**src/rtl/run_step_control.sv**
```systemverilog
// Run/stop/step controller: debounced EXEC/STEP buttons and core HALT drive a datapath clock enable.
// Optional single-step support is built only when RUN_STEP_CONTROL_STEP_EN is defined.
module run_step_control_debounce #(
    parameter int DEBOUNCE_CYCLES = 50000
) (
    input  logic CLOCK,
    input  logic RESET,
    input  logic raw_i,
    output logic press_o
);

    localparam int DW = (DEBOUNCE_CYCLES < 2) ? 1 : $clog2(DEBOUNCE_CYCLES + 1);
    localparam logic [DW-1:0] LAST = DW'(DEBOUNCE_CYCLES - 1);

    logic          q1_q;
    logic          q2_q;
    logic          level_q;
    logic          level_dly_q;
    logic [DW-1:0] cnt_q;

    always_ff @(posedge CLOCK) begin
        if (RESET) begin
            q1_q        <= 1'b0;
            q2_q        <= 1'b0;
            level_q     <= 1'b0;
            level_dly_q <= 1'b0;
            cnt_q       <= '0;
        end else begin
            q1_q        <= raw_i;
            q2_q        <= q1_q;
            level_dly_q <= level_q;
            if (q2_q != level_q) begin
                // Accept the new level on the Nth consecutive differing edge.
                if (cnt_q == LAST) begin
                    level_q <= q2_q;
                    cnt_q   <= '0;
                end else begin
                    cnt_q <= cnt_q + DW'(1);
                end
            end else begin
                cnt_q <= '0;
            end
        end
    end

    assign press_o = level_q & ~level_dly_q;

endmodule

module run_step_control #(
    parameter int DEBOUNCE_CYCLES = 50000,
    parameter int CNT_W           = 16
) (
    input  logic             CLOCK,
    input  logic             RESET,
    input  logic             EXEC,
    input  logic             STEP,
    input  logic             HALT,
    output logic             CLK_EN,
    output logic             RUNNING,
    output logic             HALTED,
    output logic [CNT_W-1:0] CYCLE_COUNT
);

    typedef enum logic [1:0] {
        S_STOP   = 2'd0,
        S_RUN    = 2'd1,
        S_STEP   = 2'd2,
        S_HALTED = 2'd3
    } state_t;

    state_t           state_q;
    state_t           state_d;
    logic             clk_en_q;
    logic             running_q;
    logic             halted_q;
    logic [CNT_W-1:0] count_q;
    logic             exec_press;
    logic             step_press;

    run_step_control_debounce #(
        .DEBOUNCE_CYCLES(DEBOUNCE_CYCLES)
    ) u_exec_db (
        .CLOCK  (CLOCK),
        .RESET  (RESET),
        .raw_i  (EXEC),
        .press_o(exec_press)
    );

`ifdef RUN_STEP_CONTROL_STEP_EN
    run_step_control_debounce #(
        .DEBOUNCE_CYCLES(DEBOUNCE_CYCLES)
    ) u_step_db (
        .CLOCK  (CLOCK),
        .RESET  (RESET),
        .raw_i  (STEP),
        .press_o(step_press)
    );
`else
    logic unused_step;
    assign unused_step = STEP;
    assign step_press  = 1'b0;
`endif

    always_comb begin
        state_d = state_q;
        unique case (state_q)
            S_STOP: begin
                if (exec_press)
                    state_d = S_RUN;
`ifdef RUN_STEP_CONTROL_STEP_EN
                else if (step_press)
                    state_d = S_STEP;
`endif
            end
            S_RUN: begin
                if (HALT)
                    state_d = S_HALTED;
                else if (exec_press)
                    state_d = S_STOP;
            end
            S_STEP: begin
                state_d = HALT ? S_HALTED : S_STOP;
            end
            S_HALTED: begin
                if (exec_press && !HALT)
                    state_d = S_STOP;
            end
            default: state_d = S_STOP;
        endcase
    end

    // Outputs are registered copies of the next-state decode.
    always_ff @(posedge CLOCK) begin
        if (RESET) begin
            state_q   <= S_STOP;
            clk_en_q  <= 1'b0;
            running_q <= 1'b0;
            halted_q  <= 1'b0;
        end else begin
            state_q   <= state_d;
            clk_en_q  <= (state_d == S_RUN) || (state_d == S_STEP);
            running_q <= (state_d == S_RUN);
            halted_q  <= (state_d == S_HALTED);
        end
    end

    always_ff @(posedge CLOCK) begin
        if (RESET)
            count_q <= '0;
        else if (clk_en_q && (count_q != {CNT_W{1'b1}}))
            count_q <= count_q + CNT_W'(1);
    end

    assign CLK_EN      = clk_en_q;
    assign RUNNING     = running_q;
    assign HALTED      = halted_q;
    assign CYCLE_COUNT = count_q;

endmodule
```
**config.mk**
```make
export PLATFORM = sky130hd
export DESIGN_NAME = run_step_control
export DESIGN_NICKNAME = d
export VERILOG_FILES = /design/src/rtl/run_step_control.sv
export SDC_FILE = /design/constraint.sdc
export NUM_CORES = 1
export LEC_CHECK = 0
export BUFFER_PORTS_ARGS = -buffer_cell sky130_fd_sc_hd__buf_2
export CORE_MARGIN = 4
export CORE_UTILIZATION = 49
export CTS_CLUSTER_DIAMETER = 60
export DETAILED_ROUTE_END_ITERATION = 10
export PLACE_DENSITY = 0.76
export SLEW_MARGIN = 20
export SYNTH_ARGS = -nofsm -noshare
export SYNTH_HDL_FRONTEND = slang
export SYNTH_SLANG_ARGS = --single-unit
```
**constraint.sdc**
```tcl
create_clock -name CLOCK -period 1.5 [get_ports CLOCK]
set_clock_uncertainty 0.15 [all_clocks]
set_input_delay 0.075 -clock CLOCK [delete_from_list [all_inputs] [get_ports CLOCK]]
set_output_delay 0.075 -clock CLOCK [all_outputs]
set_load 0.1 [all_outputs]
```
# == Word-level counts from Yosys, hierarchy flattened ==
# Index checks and enable logic that the tools add are counted.
# word_totals
out_inout_bits,19
ff_bits,41
inputBits,5
# classes
n_mux,6
n_eq_ne,9
add_sub_neg,2
n_reduce_logical,7
bitwise,3
# ops
op,n
"16-bit by 1-bit adder with 16-bit output, second input constant",2
"16-bit equality test, second input constant",1
"16-bit != test, second input constant",1
2-bit two-way mux,5
"2-bit equality test, second input constant",4
2-bit one-hot mux with 4 select lines,1
"2-bit by 1-bit equality test with 1-bit output, second input constant",2
3-bit OR reduction,1
1-bit logical AND,2
2-bit zero test,1
1-bit NOT,2
2-bit AND reduction,1
1-bit AND,1
1-bit zero test,1
1-bit logical OR,1
1-bit != test,1

# == Logic depth before layout (Yosys ltp) ==
# depth
ltp_word,7
ltp_mapped,7

# == Hierarchy ==
# A second synthesis with hierarchy kept.
# hier_totals
hier_cells,215
hier_area_um2,2014.4
# by_module_without_submodules
module,area_each_um2,cells_per_inst,seq_area_each_um2,instances
run_step_control,1099.8,122,420.4,1
run_step_control_debounce,914.6,93,400.4,1

# == Worst setup path before layout ==
# No wires, ideal clock.
# synth_path
path_kind,flip-flop to flip-flop
startpoint,"register count_q[0], in the netlist CYCLE_COUNT[0]"
endpoint,"register count_q[15], in the netlist CYCLE_COUNT[15]"
stages_incl_launch_ff,6
arrival_time_ps,2197
synth_period_minus_slack_ps,2471
slack_ps,-971
path_cell_list,dfxtp_1 ha_1 nand3_1 nor3_2 nor4b_2 mux2_1
# synth_between
elab_chain_cells,2
elab_cells_between_ends,3
# synth_rtl
item,line,rtl
"start, declared",77,logic [CNT_W-1:0] count_q;
"start signal, assigned",152,count_q <= count_q + CNT_W'(1);
branches (longest 2 deep; another with 16-bit by 1-bit adder with 16-bit output),--,
# Parallel ways; which one is timed is not known.
# A chain may end at the register's enable or synchronous reset.

# == Worst setup path after layout ==
# layout_path
startpoint,"register count_q[0], in the netlist CYCLE_COUNT[0]"
endpoint,"register count_q[10], in the netlist CYCLE_COUNT[10]"
# The elaborated chain is that of the path after synthesis.

==> run summary <==
routability congestion estimate from global placement: 0.813
RSZ-0062 raised after global routing: true
synthesis-stage register bit count: 41
core utilization of the finished layout: 79.2%
worst reg2reg startpoint: CYCLE_COUNT[0]$_SDFFE_PP0P_
Slowest Stage Delay on Critical Path: 0.40 ns
synth cell count leaders: 41 x dfxtp_1, 27 x nor2_1, 12 x xor2_1
clock tree from TritonCTS: yes
cells along the critical path: ha_4 -> and4_4 -> o211ai_1 -> or3_1 -> a21oi_2
WL/cell: 14.3 um
Power Dens Cells: 690 nW/um^2
CTS root buffer: clkbuf_8
net count of the mapped netlist: 209
number of vias after detailed routing: 1,762
number of clock buffers inserted by TritonCTS: 5
run status: complete, but fails checks
count of warnings emitted by yosys: 0
HPWL after detailed placement: 2990 um
worst hold path type: in -> reg
Top-Level Pins: 24
routed vias/inst: 5.37
Worst Reg-to-Reg Cells: 5
Remaining Overflow, GRT: 0
maximum clock path buffer count: 2
Core Area: 3660 sq um
clock transition at the register clock pins on the worst setup and hold paths after CTS: 0.08 ns
startpoint-to-endpoint class of the critical path: reg -> reg
first-pass GRT wire length: 7710 um
destination of the worst register-to-register timing path: CYCLE_COUNT[10]$_SDFFE_PP0P_
insertion delay to the later sink of the worst-skew pair: 0.30 ns
maximum number of pins on one net before global-route repair: 21
TritonCTS Sinks: 41
post-detailed-routing wire length: 4700 um
worst reg2reg setup slack: -0.13 ns
post-route antenna net violation count: 0
Final Hold Viols: 0
Yosys top cell area share: 44.0%
initial core utilization: 51.0%
vias in the first global route: 1,696
number of max-cap violations: 0
peak ir drop on the vdd network: 1030 uV
post-synthesis instance area: 1870 sq um
sequential element share of the synthesized area: 44.0%
Min Clock Period, post-route: 1.63 ns
Core Rows: 22
worst-case headroom to the max-slew limit: 67.4%
count of H-tree levels built during CTS: 2
Synth async-reset ratio: 0%
Worst Setup Start Kind: register
number of antenna violations at the first check in global routing: 0
number of synthesized flops with an enable pin: 0
cell type contributing the most total cell area after synthesis: dfxtp_1
most numerous cell in the Yosys netlist: dfxtp_1
Tcrit/Tclk final: 109%
Critical Path AT: 1.71 ns
net count reported at finish: 288
kind of capture point of the worst setup path: register
failing checks: negative setup slack
synth top area cells: dfxtp_1 44%, xor2_1 5.6%, nor2_1 5.4%, nor2b_1 3.0%, nand3_1 3.0%
average instance area after synthesis: 9.33 sq um
Pre-Repair DR Iteration Count: 4
main flop type after synthesis: dfxtp_1
global-route usage over all layers: 19.7%
Residual DRC: 0
final setup violating endpoints: 20
top achievable clock speed: 612 MHz
cell type of the slowest stage on the worst timing path: or3_1
unique cell type count in the Yosys netlist: 44
Worst EP required: 1.58 ns
Static Leak: 1.23 nW
proportion of layout cells with a drive suffix above 1: 54.3%
Worst Max-Slew Pin Slew: 0.492 ns
number of antenna repair diodes: 0
crit path capture: CYCLE_COUNT[10]$_SDFFE_PP0P_
height of the chip: 69.7 um
Detailed Route Iter0 Violations: 149
count of buffers inserted at the top-level ports: 22
synthesized instance count: 200
launching element of the worst setup path: CYCLE_COUNT[0]$_SDFFE_PP0P_
fin. max-slew vios: 0
die footprint: 4860 sq um
min-delay src: HALT
critical path fanouts, max: 5
Final WS setup: -0.134 ns
total power draw: 0.00200 W
chip width: 69.7 um
synthesis-to-finish area growth: 55.5%
-- placed cells by master, fill, tap and decap left out, drive strengths merged, types with 2 or more instances in the layout --
master / count
or4: 4
buf: 75
or3: 4
clkbuf: 8
o31ai: 4
xor2: 12
nand4: 9
nor2b: 9
a21oi: 10
o21ai: 5
and3: 6
and4: 6
xnor2: 4
nor2: 27
nor4bb: 2
o311ai: 2
inv: 3
nor4b: 2
dlygate4sd3: 3
mux2i: 2
ha: 4
nor3: 6
nand3: 12
dfxtp: 41
nand2: 8
-- power breakdown --
part / switching (W) / internal (W)
registers: 0.00000207 / 0.00106
logic: 0.0000225 / 0.0000186
clock network: 0.000402 / 0.000499
-- layout make-up --
cell class              instances  area (sq um)
multi-input cells             148          1210
well taps                      48          60.1
repair buffers                 81           604
flip-flops and latches         41           905
inverters                       2          7.51
clock buffers                   5          68.8
fillers                       217           761
clock inverters                 3          45.0
-- metrics by stage --
step / instance area [sq um] / setup slack, ns / setup TNS (ns) / hold WS [ns] / instances
5_1_grt: 2900 / -0.227 / -3.21 / 0.143 / 328
4_1_cts: 2770 / -0.125 / -1.30 / 0.0808 / 324
3_3_place_gp: 2480 / -0.0688 / -0.353 / 0.138 / 305
3_5_place_dp: 2480 / -0.102 / -1.20 / 0.147 / 305
2_1_floorplan: 2030 / -0.308 / -3.49 / 0.0532 / 200
6_report: 2900 / -0.134 / -1.31 / 0.0929 / 328
-- cell families (layout without fill, tap and decap cells) --
kind of cell | Yosys count | after routing | synth area share, %
AO/OA/AOI/OAI | 27 | 27 | 9.52
buffers and inverters | 11 | 91 | 3.35
flip-flops | 41 | 41 | 44.0
XOR/XNOR | 16 | 16 | 7.51
AND/OR/NAND/NOR | 98 | 98 | 31.3
adder cells (fa/ha/maj) | 4 | 4 | 2.68
multiplexers | 3 | 3 | 1.68
-- critical path, delay by kind of cell (launching register included) --
kind            cells  cell delay [ns]
flops               1             0.37
simple gates        2             0.61
compound gates      2             0.28
fa+ha+maj           1             0.15
-- repair_timing --
action / 4_1_cts / 5_1_grt
buffers inserted: 7 / 9
setup endpoints to repair: 33 / 36
endpoints found under the hold margin: 3 / 0
pin swaps: 14 / 23
resized for setup: 18 / 32
hold buffers: 3 / 0
cloned: 1 / 0
-- how the worst min path moves through the flow --
stage / slack [ns] / end / cells after the start
floorplan: 0.05 / u_exec_db.q1_q$_SDFF_PP0_ / 1
global placement: 0.14 / u_exec_db.q1_q$_SDFF_PP0_ / 2
detailed placement: 0.15 / u_exec_db.q1_q$_SDFF_PP0_ / 2
CTS: 0.08 / state_q[0]$_SDFF_PP0_ / 3
global route: 0.14 / state_q[0]$_SDFF_PP0_ / 3
finish: 0.09 / state_q[0]$_SDFF_PP0_ / 3
-- layer usage --
metal  part of all wire (%)  GRT usage [%]
met1                     44           24.1
met2                     51           32.7
met3                    3.2           4.49
met4                    1.9           8.72
met5                      0              0
Power figures use the tool's default switching activity.
